==> config.mk <==
export PLATFORM = sky130hd
export DESIGN_NAME = lane_sensor_hub_flat
export DESIGN_NICKNAME = d
export VERILOG_FILES = /design/src/rtl/traffic_pkg.sv /design/src/rtl/lane_sensor_hub_if.sv /design/src/rtl/lane_counter.sv /design/src/rtl/lane_sensor_hub.sv /design/src/flat_wrapper.sv
export SDC_FILE = /design/constraint.sdc
export NUM_CORES = 1
export LEC_CHECK = 0
export ABC_AREA = 1
export CAP_MARGIN = 20
export CELL_PAD_IN_SITES_DETAIL_PLACEMENT = 1
export CELL_PAD_IN_SITES_GLOBAL_PLACEMENT = 1
export CORE_ASPECT_RATIO = 1.4
export CORE_UTILIZATION = 39
export DETAILED_ROUTE_END_ITERATION = 6
export PLACE_DENSITY = 0.84
export SYNTH_ARGS = -nofsm -noshare
export SYNTH_HDL_FRONTEND = slang
export SYNTH_SLANG_ARGS = --single-unit
==> constraint.sdc <==
create_clock -name clk -period 2.6 [get_ports clk]
set_input_delay 0.52 -clock clk [delete_from_list [all_inputs] [get_ports clk]]
set_output_delay 0.52 -clock clk [all_outputs]
set_load 0.005 [all_outputs]
==> src/rtl/traffic_pkg.sv <==
// rtl/traffic_pkg.sv - shared lane order, sizing defaults and emergency FSM states
package traffic_pkg;

    localparam int NUM_LANES = 8;
    localparam int CNT_W     = 8;
    localparam int EMG_HOLD  = 4;

    // Lane order shared with the intersection controller
    localparam int LANE_N2 = 0;
    localparam int LANE_N1 = 1;
    localparam int LANE_E2 = 2;
    localparam int LANE_E1 = 3;
    localparam int LANE_S2 = 4;
    localparam int LANE_S1 = 5;
    localparam int LANE_W2 = 6;
    localparam int LANE_W1 = 7;

    typedef enum logic [1:0] {
        IDLE  = 2'd0,
        GRANT = 2'd1,
        HOLD  = 2'd2
    } emgState_e;

endpackage

==> src/rtl/lane_sensor_hub_if.sv <==
// rtl/lane_sensor_hub_if.sv - sensor inputs and registered controller-facing outputs
interface lane_sensor_hub_if #(
    parameter int NUM_LANES = traffic_pkg::NUM_LANES,
    parameter int CNT_W     = traffic_pkg::CNT_W
);
    logic [NUM_LANES-1:0]       arrive;
    logic [NUM_LANES-1:0]       depart;
    logic [NUM_LANES-1:0]       pedButton;
    logic                       pedAck;
    logic [NUM_LANES-1:0]       emgReq;
    logic [NUM_LANES*CNT_W-1:0] laneCounts;
    logic                       pedSignal;
    logic                       emgSignal;
    logic [NUM_LANES-1:0]       emgLane;

    // master: sensors and controller side; slave: the hub
    modport master (
        output arrive, depart, pedButton, pedAck, emgReq,
        input  laneCounts, pedSignal, emgSignal, emgLane
    );
    modport slave (
        input  arrive, depart, pedButton, pedAck, emgReq,
        output laneCounts, pedSignal, emgSignal, emgLane
    );
endinterface

==> src/rtl/lane_counter.sv <==
// rtl/lane_counter.sv - saturating up/down vehicle counter for one lane
module lane_counter #(
    parameter int CNT_W = traffic_pkg::CNT_W
) (
    input  logic             clk,
    input  logic             rst,
    input  logic             up,
    input  logic             down,
    output logic [CNT_W-1:0] count
);
    // Count up to all-ones, down to zero; simultaneous up and down cancel
    always_ff @(posedge clk or negedge rst) begin
        if (!rst) begin
            count <= '0;
        end else if (up && !down && (count != '1)) begin
            count <= count + CNT_W'(1);
        end else if (down && !up && (count != '0)) begin
            count <= count - CNT_W'(1);
        end
    end
endmodule

==> src/rtl/lane_sensor_hub.sv <==
// rtl/lane_sensor_hub.sv - lane counts, pedestrian latch and emergency arbitration; SENSOR_SYNC_EN adds input synchronizers
module lane_sensor_hub #(
    parameter int NUM_LANES = traffic_pkg::NUM_LANES,
    parameter int CNT_W     = traffic_pkg::CNT_W,
    parameter int EMG_HOLD  = traffic_pkg::EMG_HOLD
) (
    input  logic             clk,
    input  logic             rst,
    lane_sensor_hub_if.slave bus
);
    import traffic_pkg::*;

    localparam int HOLD_W = (EMG_HOLD > 1) ? $clog2(EMG_HOLD) : 1;

    logic [NUM_LANES-1:0] arriveEff;
    logic [NUM_LANES-1:0] departEff;
    logic [NUM_LANES-1:0] pedEff;
    logic [NUM_LANES-1:0] emgEff;

`ifdef SENSOR_SYNC_EN
    logic [NUM_LANES-1:0] arriveS1, arriveS2, arriveS3;
    logic [NUM_LANES-1:0] departS1, departS2, departS3;
    logic [NUM_LANES-1:0] pedS1, pedS2, pedS3;
    logic [NUM_LANES-1:0] emgS1, emgS2;

    // Two-flop synchronizers plus a history flop for rising-edge detection
    always_ff @(posedge clk or negedge rst) begin
        if (!rst) begin
            arriveS1 <= '0; arriveS2 <= '0; arriveS3 <= '0;
            departS1 <= '0; departS2 <= '0; departS3 <= '0;
            pedS1    <= '0; pedS2    <= '0; pedS3    <= '0;
            emgS1    <= '0; emgS2    <= '0;
        end else begin
            arriveS1 <= bus.arrive;    arriveS2 <= arriveS1; arriveS3 <= arriveS2;
            departS1 <= bus.depart;    departS2 <= departS1; departS3 <= departS2;
            pedS1    <= bus.pedButton; pedS2    <= pedS1;    pedS3    <= pedS2;
            emgS1    <= bus.emgReq;    emgS2    <= emgS1;
        end
    end

    // A held sensor level counts once; emergency requests stay level-sensitive
    assign arriveEff = arriveS2 & ~arriveS3;
    assign departEff = departS2 & ~departS3;
    assign pedEff    = pedS2 & ~pedS3;
    assign emgEff    = emgS2;
`else
    assign arriveEff = bus.arrive;
    assign departEff = bus.depart;
    assign pedEff    = bus.pedButton;
    assign emgEff    = bus.emgReq;
`endif

    logic [CNT_W-1:0] laneCount [NUM_LANES];

    for (genvar i = 0; i < NUM_LANES; i++) begin : g_lane
        lane_counter #(
            .CNT_W (CNT_W)
        ) u_lane_counter (
            .clk   (clk),
            .rst   (rst),
            .up    (arriveEff[i]),
            .down  (departEff[i]),
            .count (laneCount[i])
        );
        assign bus.laneCounts[i*CNT_W +: CNT_W] = laneCount[i];
    end

    logic pedReg;

    // Pending pedestrian request; a press in the ack cycle keeps it pending
    always_ff @(posedge clk or negedge rst) begin
        if (!rst) begin
            pedReg <= 1'b0;
        end else begin
            pedReg <= (pedReg & ~bus.pedAck) | (|pedEff);
        end
    end

    assign bus.pedSignal = pedReg;

    emgState_e            state;
    logic [HOLD_W-1:0]    holdCnt;
    logic [NUM_LANES-1:0] emgLaneReg;
    logic                 emgSignalReg;
    logic [NUM_LANES-1:0] lowestReq;
    logic                 grantedReq;

    // Isolate the lowest set request bit so the grant is always one-hot
    assign lowestReq  = emgEff & (~emgEff + NUM_LANES'(1));
    assign grantedReq = |(emgEff & emgLaneReg);

    // Emergency arbitration: grant lowest lane, hold EMG_HOLD cycles after release
    always_ff @(posedge clk or negedge rst) begin
        if (!rst) begin
            state        <= IDLE;
            holdCnt      <= '0;
            emgLaneReg   <= '0;
            emgSignalReg <= 1'b0;
        end else begin
            case (state)
                IDLE: begin
                    if (|emgEff) begin
                        emgLaneReg   <= lowestReq;
                        emgSignalReg <= 1'b1;
                        state        <= GRANT;
                    end
                end
                GRANT: begin
                    if (!grantedReq) begin
                        holdCnt <= HOLD_W'(EMG_HOLD - 1);
                        state   <= HOLD;
                    end
                end
                HOLD: begin
                    if (grantedReq) begin
                        state <= GRANT;
                    end else if (holdCnt == '0) begin
                        emgLaneReg   <= '0;
                        emgSignalReg <= 1'b0;
                        state        <= IDLE;
                    end else begin
                        holdCnt <= holdCnt - HOLD_W'(1);
                    end
                end
                default: begin
                    emgLaneReg   <= '0;
                    emgSignalReg <= 1'b0;
                    state        <= IDLE;
                end
            endcase
        end
    end

    assign bus.emgSignal = emgSignalReg;
    assign bus.emgLane   = emgLaneReg;
endmodule

==> src/flat_wrapper.sv <==
// flat-port wrapper written by rule: the top's interface ports become plain ports
module lane_sensor_hub_flat import traffic_pkg::*;
#(
    parameter int NUM_LANES = traffic_pkg::NUM_LANES,
    parameter int CNT_W     = traffic_pkg::CNT_W,
    parameter int EMG_HOLD  = traffic_pkg::EMG_HOLD
)
  (clk, rst, bus_arrive, bus_depart, bus_pedButton, bus_pedAck, bus_emgReq, bus_laneCounts, bus_pedSignal, bus_emgSignal, bus_emgLane);
  lane_sensor_hub_if #(.NUM_LANES(NUM_LANES), .CNT_W(CNT_W)) bus_i ();
  input  logic clk;
  input  logic rst;
  input wire logic [$bits(bus_i.arrive)-1:0] bus_arrive;
  input wire logic [$bits(bus_i.depart)-1:0] bus_depart;
  input wire logic [$bits(bus_i.pedButton)-1:0] bus_pedButton;
  input wire logic [$bits(bus_i.pedAck)-1:0] bus_pedAck;
  input wire logic [$bits(bus_i.emgReq)-1:0] bus_emgReq;
  output wire logic [$bits(bus_i.laneCounts)-1:0] bus_laneCounts;
  output wire logic [$bits(bus_i.pedSignal)-1:0] bus_pedSignal;
  output wire logic [$bits(bus_i.emgSignal)-1:0] bus_emgSignal;
  output wire logic [$bits(bus_i.emgLane)-1:0] bus_emgLane;
  assign bus_i.arrive = bus_arrive;
  assign bus_i.depart = bus_depart;
  assign bus_i.pedButton = bus_pedButton;
  assign bus_i.pedAck = bus_pedAck;
  assign bus_i.emgReq = bus_emgReq;
  assign bus_laneCounts = bus_i.laneCounts;
  assign bus_pedSignal = bus_i.pedSignal;
  assign bus_emgSignal = bus_i.emgSignal;
  assign bus_emgLane = bus_i.emgLane;
  lane_sensor_hub #(.NUM_LANES(NUM_LANES), .CNT_W(CNT_W), .EMG_HOLD(EMG_HOLD)) u_core (.clk(clk), .rst(rst), .bus(bus_i));
endmodule
==> results of run 1 <==
## cell usage in the layout (no fill, tap or decap), types with 9 or more instances in the layout
cell type / synthesis / routed
nand2_1: 242 / 242
clkdlybuf4s50_1: 0 / 107
inv_1: 87 / 87
nand3_1: 79 / 79
dfrtp_1: 78 / 78
nor2_1: 57 / 57
ha_1: 52 / 52
a21oi_1: 32 / 32
xor2_1: 28 / 28
o21ai_1: 17 / 17
o21ai_2: 17 / 17
nand3b_1: 16 / 16
nand4_1: 14 / 14
buf_4: 0 / 13
nor2_2: 10 / 10
o21ai_0: 9 / 9
clkbuf_16: 0 / 9
## state kept, by name (all words and copies together), names as in the netlist
signal,count
u_core.state,2
u_core.holdCnt,2
u_core.bus.pedSignal,1
u_core.g_lane.u_lane_counter.count,64
u_core.bus.emgSignal,1
u_core.bus.emgLane,8
## area by class of cell
| type | instances | area, µm² |
|---|---|---|
| clock buffer | 13 | 260 |
| clock inverter | 3 | 42.5 |
| fill | 1888 | 7370 |
| inverter | 88 | 330 |
| multi-input combinational | 627 | 3670 |
| sequential | 78 | 1950 |
| tap | 192 | 240 |
| timing repair buffer | 121 | 1190 |
## logic make-up (layout without fill, tap and decap cells)
| group | count (synthesis) | after routing | share of synthesized area (%) |
|---|---|---|---|
| adder cells (fa/ha/maj) | 60 | 60 | 13.4 |
| XOR/XNOR | 32 | 32 | 4.64 |
| AO/OA/AOI/OAI | 97 | 97 | 10.7 |
| buffers and inverters | 96 | 225 | 6.96 |
| flip-flops | 78 | 78 | 32.3 |
| AND/OR/NAND/NOR | 438 | 438 | 32.0 |
## worst min path at each step
stage               depth (start not counted)                   from                                       end  slack [ns]
finish                                      1                    rst  u_core.g_lane[7].u_lane_counter.count[6]        0.13
global route                                1                    rst  u_core.g_lane[7].u_lane_counter.count[6]        0.15
CTS                                         1                    rst  u_core.g_lane[7].u_lane_counter.count[6]        0.14
detailed placement                          2  u_core.bus.emgLane[2]                     u_core.bus.emgLane[2]        0.50
global placement                            2   u_core.bus.emgSignal                      u_core.bus.emgSignal        0.47
floorplan                                   0                    rst                     u_core.bus.emgLane[0]        0.22
## layer usage
layer | up-vias | part of all wire (%) | track usage (%) | wire length [µm]
li1 | 2858 | - | - | -
met1 | 2757 | 41 | 23.3 | 6620
met2 | 83 | 54 | 40.9 | 8650
met3 | 17 | 2.9 | 3.45 | 464
met4 | 0 | 1.5 | 6.30 | 240
met5 | - | 0 | 0 | 0
## stage by stage
| step | TNS (ns) | total power, mW | utilization, % | cells |
|---|---|---|---|---|
| after global routing | 0 | 10.7 | 51.0 | 1122 |
| after detailed placement | -0.0522 | 8.49 | 49.0 | 1106 |
| final | 0 | 9.74 | 51.0 | 1122 |
| after floorplan | 0 | 6.17 | - | 801 |
| after CTS | 0 | 9.87 | 51.0 | 1122 |
| after global placement | 0 | 8.23 | 49.0 | 1106 |
## power breakdown
part	switching, mW	total [mW]	leakage [nW]	internal (mW)
sequential	0.795	2.59	0.938	1.79
combinational	3.04	5.85	2.72	2.82
clock	0.504	1.30	0.146	0.796
==> impl_metrics.toml, run 1 <==
[outcome]
outcome = "finished clean"

[clocking]
cts-htree-levels = 3
cts_setup_buffers = 0
cts_hold_buf = 0
cts_resized = 0
cts_tree = "built"
worstSkewPairLatency_ns = 0.34
clk_pin_slew_worst_paths_ns = 0.06
cts_num_sinks = 78
cts_root_buffer = "clkbuf_16"
cts_buffers = 9
cts_buffer_depth = 2

[timing]
hold_viol = 0
post-route-period-util_pct = 89.7
min_period_ns = 2.33
hold_slack_ns = 0.128
relSlewSlack_pct = 61.8
timing.fmax_ghz = 0.429
setup_viol = 0
rsz0062_at_grt = "no"
worst_slack_ns = 0.268
final_max_slew_viol_count = 0
worst_pin_slew_ns = 0.572
finClkSkew_ns = 0.00974

[detailed_routing]
drtAntennaViolNets = 0
via_count = 5715
initialDrtViolationCount = 110
via_per_inst = 5.09
drc_errors = 0
firstDrtPassIters = 4
wl_per_cell_um = 14.2
routed_wirelength_mm = 16.0

[grt]
grt_antenna_before_repair = 0
grtUsageTotal_pct = 21.2
grt_pass1_vias = 6071
grt_pass1_wl_mm = 27.4
grt_max_degree = 47
overflow = 0

[power_and_ir_drop]
p_leak_nw = 3.80
power_density_nw_per_um2 = 1270
peakVddDrop_uv = 477

[worst_setup_path]
critPathCapture = "u_core.g_lane[7].u_lane_counter.count[6]"
timing.rr.end = "u_core.g_lane[7].u_lane_counter.count[6]"
path_buf_inv = 1
rrSetupSlack_ns = 0.27
crit_chain = "nand2_1 > nor3_1 > nand2_1 > nand2_4 > inv_1 > fa_1 > o21ai_0 > nand2_1 > nand2_1 > nand2_1 > nand3_1 > o21ai_2"
crit_top_cell = "nand2_1"
crit_path_top_delay_cell = "dfrtp_1"
critPathKind = "reg -> reg"
startpoint_type = "flip-flop"
critPathLaunch = "u_core.g_lane[7].u_lane_counter.count[5]"
r2r_start = "u_core.g_lane[7].u_lane_counter.count[5]"
critPathMaxFanout = 11
path_depth = 12
cp.required_ns = 2.83
timing.critical_path.to_type = "flip-flop"
cp_top_family = "simple AND/OR/NAND/NOR gates"
slowest_delay_ns = 0.43
rr_worst_depth = 12
crit_arrival_ns = 2.56

[worst_hold_path]
hp-class = "in -> async"

[yosys]
syn_area_um2 = 6040
syn_nets = 896
ys_seq_area_share_pct = 32.3
ys_types = 32
netlist_top_cells_area = "dfrtp_1 32%, nand2_1 15%, ha_1 11%, nand3_1 6.5%, inv_1 5.4%"
synth_ff_type = "dfrtp_1"
syn_inst = 801
synth_seq_cells = 78
yosysMostFrequentCell = "nand2_1"
syn_area_per_cell_um2 = 7.54
yosys.area.top_type = "dfrtp_1"
yosysWarnings = 0
synth_top_area_share_pct = 32.3
async_reset_ff_share_pct = 100
synth_common_cells = "242 x nand2_1, 87 x inv_1, 79 x nand3_1"
synth-edff-count = 0

[place]
place_area_um2 = 7380
dp_hpwl_mm = 12.7
port_buffers = 108
pre_cts_ws_ns = -0.0322
gp_congestion = 0.795

[die]
die_h_um = 149
die_x_um = 107
core-area_um2 = 15100
die-area_um2 = 16000
initial_core_util_pct = 40.1
num_io_pins = 109
rows = 53

[flow_run]
drv_cap = 0

[cells_and_area]
stdcell_area_um2 = 7680
diodes = 0
final_nets = 1020
syn_to_final_growth_pct = 27.2
drive_above_1_share_pct = 9.14
Power figures use the tool's default switching activity.
==> inputs of run 2 (changes only) <==
--- a/config.mk
+++ b/config.mk
@@ -10,9 +10,10 @@
 export CELL_PAD_IN_SITES_DETAIL_PLACEMENT = 1
 export CELL_PAD_IN_SITES_GLOBAL_PLACEMENT = 1
 export CORE_ASPECT_RATIO = 1.4
-export CORE_UTILIZATION = 39
+export CORE_UTILIZATION = 40
+export CTS_BUF_LIST = sky130_fd_sc_hd__clkbuf_8
 export DETAILED_ROUTE_END_ITERATION = 6
-export PLACE_DENSITY = 0.84
+export PLACE_DENSITY = 0.86
 export SYNTH_ARGS = -nofsm -noshare
 export SYNTH_HDL_FRONTEND = slang
 export SYNTH_SLANG_ARGS = --single-unit
==> constraint.sdc (replaced) <==
create_clock -name clk -period 2.4 [get_ports clk]
set_input_delay 0.48 -clock clk [delete_from_list [all_inputs] [get_ports clk]]
set_output_delay 0.48 -clock clk [all_outputs]
set_load 0.005 [all_outputs]
==> run 2 against run 1 <==
Net effect: routed wire length is 7.4% higher; hold slack worse by 0.081 ns; maximum frequency is 5.4% higher; die area is 2.5% lower; flip-flop and latch count stayed put; global-route usage is 1.7 points higher; first-iteration DRC count is 27% higher; largest power group unchanged; combinational power is 23% higher.
==> impl_metrics.toml, run 2 (synthesized netlist as in run 1, its figures left out) <==
[cells_and_area]
final_common_cell = "nand2_1"
seqCellArea_um2 = 1950
multi_input_area_um2 = 3700
final_cell_mix = "242 x nand2_1, 107 x clkdlybuf4s50_1, 89 x inv_1"
final_nets = 1076
n_fill_cell = 1854
largest_register = "u_core.g_lane.u_lane_counter.count"
final_util_pct = 55.4
drive_above_1_share_pct = 14.3
diodes = 0
largest_reg_flops = 64
syn_to_final_growth_pct = 33.7

[place]
dp_hpwl_mm = 13.7
pre_cts_ws_ns = -0.177
port_buffers = 108
gp_congestion = 0.792

[power_and_ir_drop]
power_density_nw_per_um2 = 1370
p_leak_nw = 4.06
peakVddDrop_uv = 578

[worst_setup_path]
rr_worst_depth = 12
slowest_delay_ns = 0.43
crit_path_top_delay_cell = "dfrtp_1"
path_depth = 12
critPathKind = "reg -> reg"
timing.critical_path.to_type = "flip-flop"
startpoint_type = "flip-flop"
crit_arrival_ns = 2.46
critPathLaunch = "u_core.g_lane[7].u_lane_counter.count[2]"
crit_chain = "inv_1 > nor3_2 > nand2_1 > nand2_4 > inv_1 > fa_1 > o21ai_1 > nand2_1 > nand2_1 > nand2_1 > nand3_1 > o21ai_2"
crit_top_cell = "nand2_1"
cp_top_family = "simple AND/OR/NAND/NOR gates"
r2r_start = "u_core.g_lane[7].u_lane_counter.count[2]"
critPathMaxFanout = 9
path_buf_inv = 2
cp.required_ns = 2.65

[clocking]
cts_num_sinks = 78
cts_tree = "built"
cts_root_buffer = "clkbuf_8"
cts-htree-levels = 3
cts_buffer_depth = 2
cts_hold_buf = 0
worstSkewPairLatency_ns = 0.36
cts_buffers = 9
clk_pin_slew_worst_paths_ns = 0.09

[grt]
grt_pass1_wl_mm = 29.3
overflow = 0
grtUsageTotal_pct = 22.9
grt_max_degree = 28
grt_pass1_vias = 6453
grt_antenna_before_repair = 0

[detailed_routing]
wl_per_cell_um = 14.6
via_count = 5967
via_per_inst = 5.08
firstDrtPassIters = 4
initialDrtViolationCount = 140
drc_errors = 0
routed_wirelength_mm = 17.2
drtAntennaViolNets = 0

[timing]
finClkSkew_ns = 0.0148
worst_pin_slew_ns = 0.433
timing.fmax_ghz = 0.452
post-route-period-util_pct = 92.2
worst_slack_ns = 0.187
setup_viol = 0
min_period_ns = 2.21
hold_viol = 0
relSlewSlack_pct = 71.1
final_max_slew_viol_count = 0
rsz0062_at_grt = "no"

[die]
core-area_um2 = 14600
die-area_um2 = 15600
die_h_um = 147
num_io_pins = 109
initial_core_util_pct = 41.4
rows = 52
die_x_um = 106

[worst_hold_path]
hp-class = "in -> async"

[outcome]
outcome = "finished clean"

[flow_run]
drv_cap = 0
run 2: cell count changes in the layout (fill, tap and decap cells not counted), sizes merged:
cell	before	now
bufinv	1	3
clkinvlp	1	0
buf	14	70
inv	88	90
clkbuf	13	11
clkinv	1	0
run 2: repair_timing:
action,CTS,global route
gates resized for setup,0,5
setup buffers,0,0
endpoints found under the setup margin,0,8
run 2: through the flow:
stage                     TNS (ns)  instances  total power, mW  cell area (µm²)  hold WS [ns]
final                            0       1175             11.1             8080        0.0471
after detailed placement     -2.18       1159             9.81             7800         0.439
after CTS                        0       1175             11.2             8050        0.0402
after global routing             0       1175             12.1             8080        0.0617
after global placement      -0.441       1159             9.46             7800         0.439
after floorplan                  0        801             6.68             6040         0.184
run 2: per-layer routing:
layer / vias up / global-route usage (%) / routed length [µm]
li1: 2972 / - / -
met1: 2883 / 26.1 / 7120
met2: 93 / 44.4 / 9400
met3: 19 / 2.12 / 376
met4: 0 / 7.01 / 264
met5: - / 0 / 0
run 2: final cells by class:
cell class / instances / area share [%]
repair buffers: 177 / 19.9
flip-flops and latches: 78 / 24.2
inverters: 88 / 4.09
clock buffers: 11 / 1.87
well taps: 189 / 2.93
multi-input cells: 627 / 45.8
clock inverters: 5 / 1.21
run 2: report_power, final:
part           internal (mW)  switching, mW  leakage [nW]
sequential              1.94          0.673         0.938
clock                  0.743          0.532         0.132
combinational           3.53           3.64          2.99
run 2: worst paths after layout:
| kind | to | slack, ns |
|---|---|---|
| min in group clk | u_core.bus.emgSignal | 0.48 |
| max reg2reg | u_core.g_lane[7].u_lane_counter.count[6] | 0.19 |
| max in group asynchronous | u_core.g_lane[6].u_lane_counter.count[1] | 1.76 |
| min reg2reg | u_core.bus.emgSignal | 0.48 |
| min | u_core.g_lane[7].u_lane_counter.count[6] | 0.05 |
| max | u_core.g_lane[7].u_lane_counter.count[6] | 0.19 |
==> inputs of run 3 (changes only) <==
==> constraint.sdc (replaced) <==
create_clock -name clk -period 2.4 [get_ports clk]
set_input_delay 0.72 -clock clk [delete_from_list [all_inputs] [get_ports clk]]
set_output_delay 0.72 -clock clk [all_outputs]
set_load 0.005 [all_outputs]
==> run 3 against run 2 <==
Net effect: power is 8.0% higher; sequential power is 6% higher; clock skew is essentially flat; via count is 4.5% higher; die area is the same; routed wire length up 10%; non-clock buffer count increased by 25; critical path depth is 3 lower; first-iteration DRC count up 21%; maximum frequency down 5.6%; sequential share of layout area decreased by 1.5 points; critical endpoint is now u_core.g_lane[1].u_lane_counter.count[6].
==> impl_metrics.toml, run 3 (synthesized netlist as in run 1, its figures left out) <==
[clocking]
cts_buffer_depth = 2
cts_root_buffer = "clkbuf_8"
worstSkewPairLatency_ns = 0.37
cts_buffers = 9
clk_pin_slew_worst_paths_ns = 0.10
cts_tree = "built"
cts_num_sinks = 78
cts-htree-levels = 3

[worst_setup_path]
crit_top_cell = "nand2_1"
timing.rr.end = "u_core.g_lane[1].u_lane_counter.count[6]"
cp.required_ns = 2.65
r2r_start = "u_core.g_lane[1].u_lane_counter.count[3]"
crit_chain = "clkdlybuf4s50_1 > nand2_1 > o21bai_4 > ha_1 > a21oi_1 > nand2_2 > or2_2 > nand3_1 > nand2_1"
crit_arrival_ns = 2.60
startpoint_type = "input pin"
critPathKind = "in -> reg"
path_buf_inv = 1
timing.critical_path.to_type = "flip-flop"
rrSetupSlack_ns = 0.18
rr_worst_depth = 8
cp_top_family = "simple AND/OR/NAND/NOR gates"
critPathMaxFanout = 8
slowest_delay_ns = 0.48
crit_path_top_delay_cell = "clkdlybuf4s50_1"

[die]
initial_core_util_pct = 41.4
die_x_um = 106
die-area_um2 = 15600
rows = 52
num_io_pins = 109
core-area_um2 = 14600
die_h_um = 147

[grt]
grt_max_degree = 79
grtUsageTotal_pct = 24.2
grt_antenna_before_repair = 0
overflow = 0
grt_pass1_wl_mm = 30.6
grt_pass1_vias = 6585

[cells_and_area]
stdcell_area_um2 = 8600
final_common_cell = "nand2_1"
syn_to_final_growth_pct = 42.3
final_cell_mix = "236 x nand2_1, 107 x clkdlybuf4s50_1, 92 x buf_4"
final_nets = 1101
n_fill_cell = 1803
drive_above_1_share_pct = 20.1
largest_register = "u_core.g_lane.u_lane_counter.count"
largest_reg_flops = 64
diodes = 0

[timing]
min_period_ns = 2.34
worst_pin_slew_ns = 0.465
final_max_slew_viol_count = 0
finClkSkew_ns = 0.0144
hold_viol = 0
rsz0062_at_grt = "yes"
post-route-period-util_pct = 97.6
relSlewSlack_pct = 69.0
hold_slack_ns = 0.361
timing.fmax_ghz = 0.427
setup_viol = 0

[place]
gp_congestion = 0.833
place_area_um2 = 7960
dp_hpwl_mm = 14.0
port_buffers = 108

[power_and_ir_drop]
peakVddDrop_uv = 668
pwr-share-clk_pct = 11.0
power_density_nw_per_um2 = 1390
p_int_mw = 6.72
p_comb_share_pct = 65.9
p_seq_share_pct = 23.1
p_leak_nw = 4.20
switchingPower_mw = 5.22
finalPower_mw = 11.9
switching_share_pct = 43.7

[detailed_routing]
firstDrtPassIters = 4
initialDrtViolationCount = 170
drc_errors = 0
via_count = 6238
via_per_inst = 5.20
drtAntennaViolNets = 0
wl_per_cell_um = 15.7
routed_wirelength_mm = 18.9

[outcome]
outcome = "finished clean"

[flow_run]
drv_cap = 0

[worst_hold_path]
hp-class = "in -> async"
## run 3: changes by cell type in the layout (fill, tap and decap cells not counted), sizes merged
cell,change
buf,+25
clkbuf,+1
inv,-2
## run 3: timing repair
action | in CTS | in global routing
hold buffers | 0 | 0
pin swaps | 0 | 7
endpoints found under the setup margin | 1 | 19
gates resized for setup | 2 | 43
buffers inserted | 0 | 6
## run 3: layout make-up
class / count / area, µm² / share of cell area, %
Sequential cell: 78 / 1950 / 22.7
Timing Repair Buffer: 202 / 1820 / 21.2
Multi-Input combinational cell: 627 / 4000 / 46.5
Inverter: 88 / 333 / 3.87
Clock buffer: 12 / 165 / 1.92
Clock inverter: 3 / 90.1 / 1.05
Tap cell: 189 / 236 / 2.75
## run 3: worst max path at each step
stage | startpoint | end | slack (ns) | cells after the start
finish | bus_arrive[1] | u_core.g_lane[1].u_lane_counter.count[6] | 0.06 | 9
global route | bus_arrive[0] | u_core.g_lane[0].u_lane_counter.count[7] | -0.04 | 13
global placement | bus_arrive[0] | u_core.g_lane[0].u_lane_counter.count[6] | -0.29 | 12
detailed placement | bus_depart[3] | u_core.g_lane[3].u_lane_counter.count[7] | -0.44 | 13
CTS | bus_arrive[2] | u_core.g_lane[2].u_lane_counter.count[7] | 0.009 | 12
floorplan | bus_depart[0] | u_core.g_lane[0].u_lane_counter.count[6] | 0.16 | 11
## run 3: metal layers
metal	vias up	track usage, %	share of wire, %
li1	3031	-	-
met1	3070	26.2	40
met2	105	47.6	56
met3	32	2.87	2.2
met4	0	8.33	2.3
met5	-	0	0
## run 3: power by group through the flow
| stage | registers [mW] | logic [mW] | clock network (mW) |
|---|---|---|---|
| global placement | 2.67 | 7.00 | 0 |
| CTS | 2.69 | 7.50 | 1.33 |
| detailed placement | 2.70 | 7.41 | 0 |
| global route | 2.86 | 8.79 | 1.37 |
| floorplan | 2.68 | 4.01 | 0 |
| finish | 2.76 | 7.87 | 1.31 |
## run 3: stage by stage
stage               cells  setup slack (ns)  TNS [ns]  utilization, %
CTS                  1193           0.00902         0            56.5
floorplan             801             0.155         0               -
detailed placement   1178            -0.442    -12.16            54.6
finish               1199            0.0565         0            59.0
global placement     1178            -0.292     -8.48            54.6
global route         1199           -0.0411    -0.184            59.0
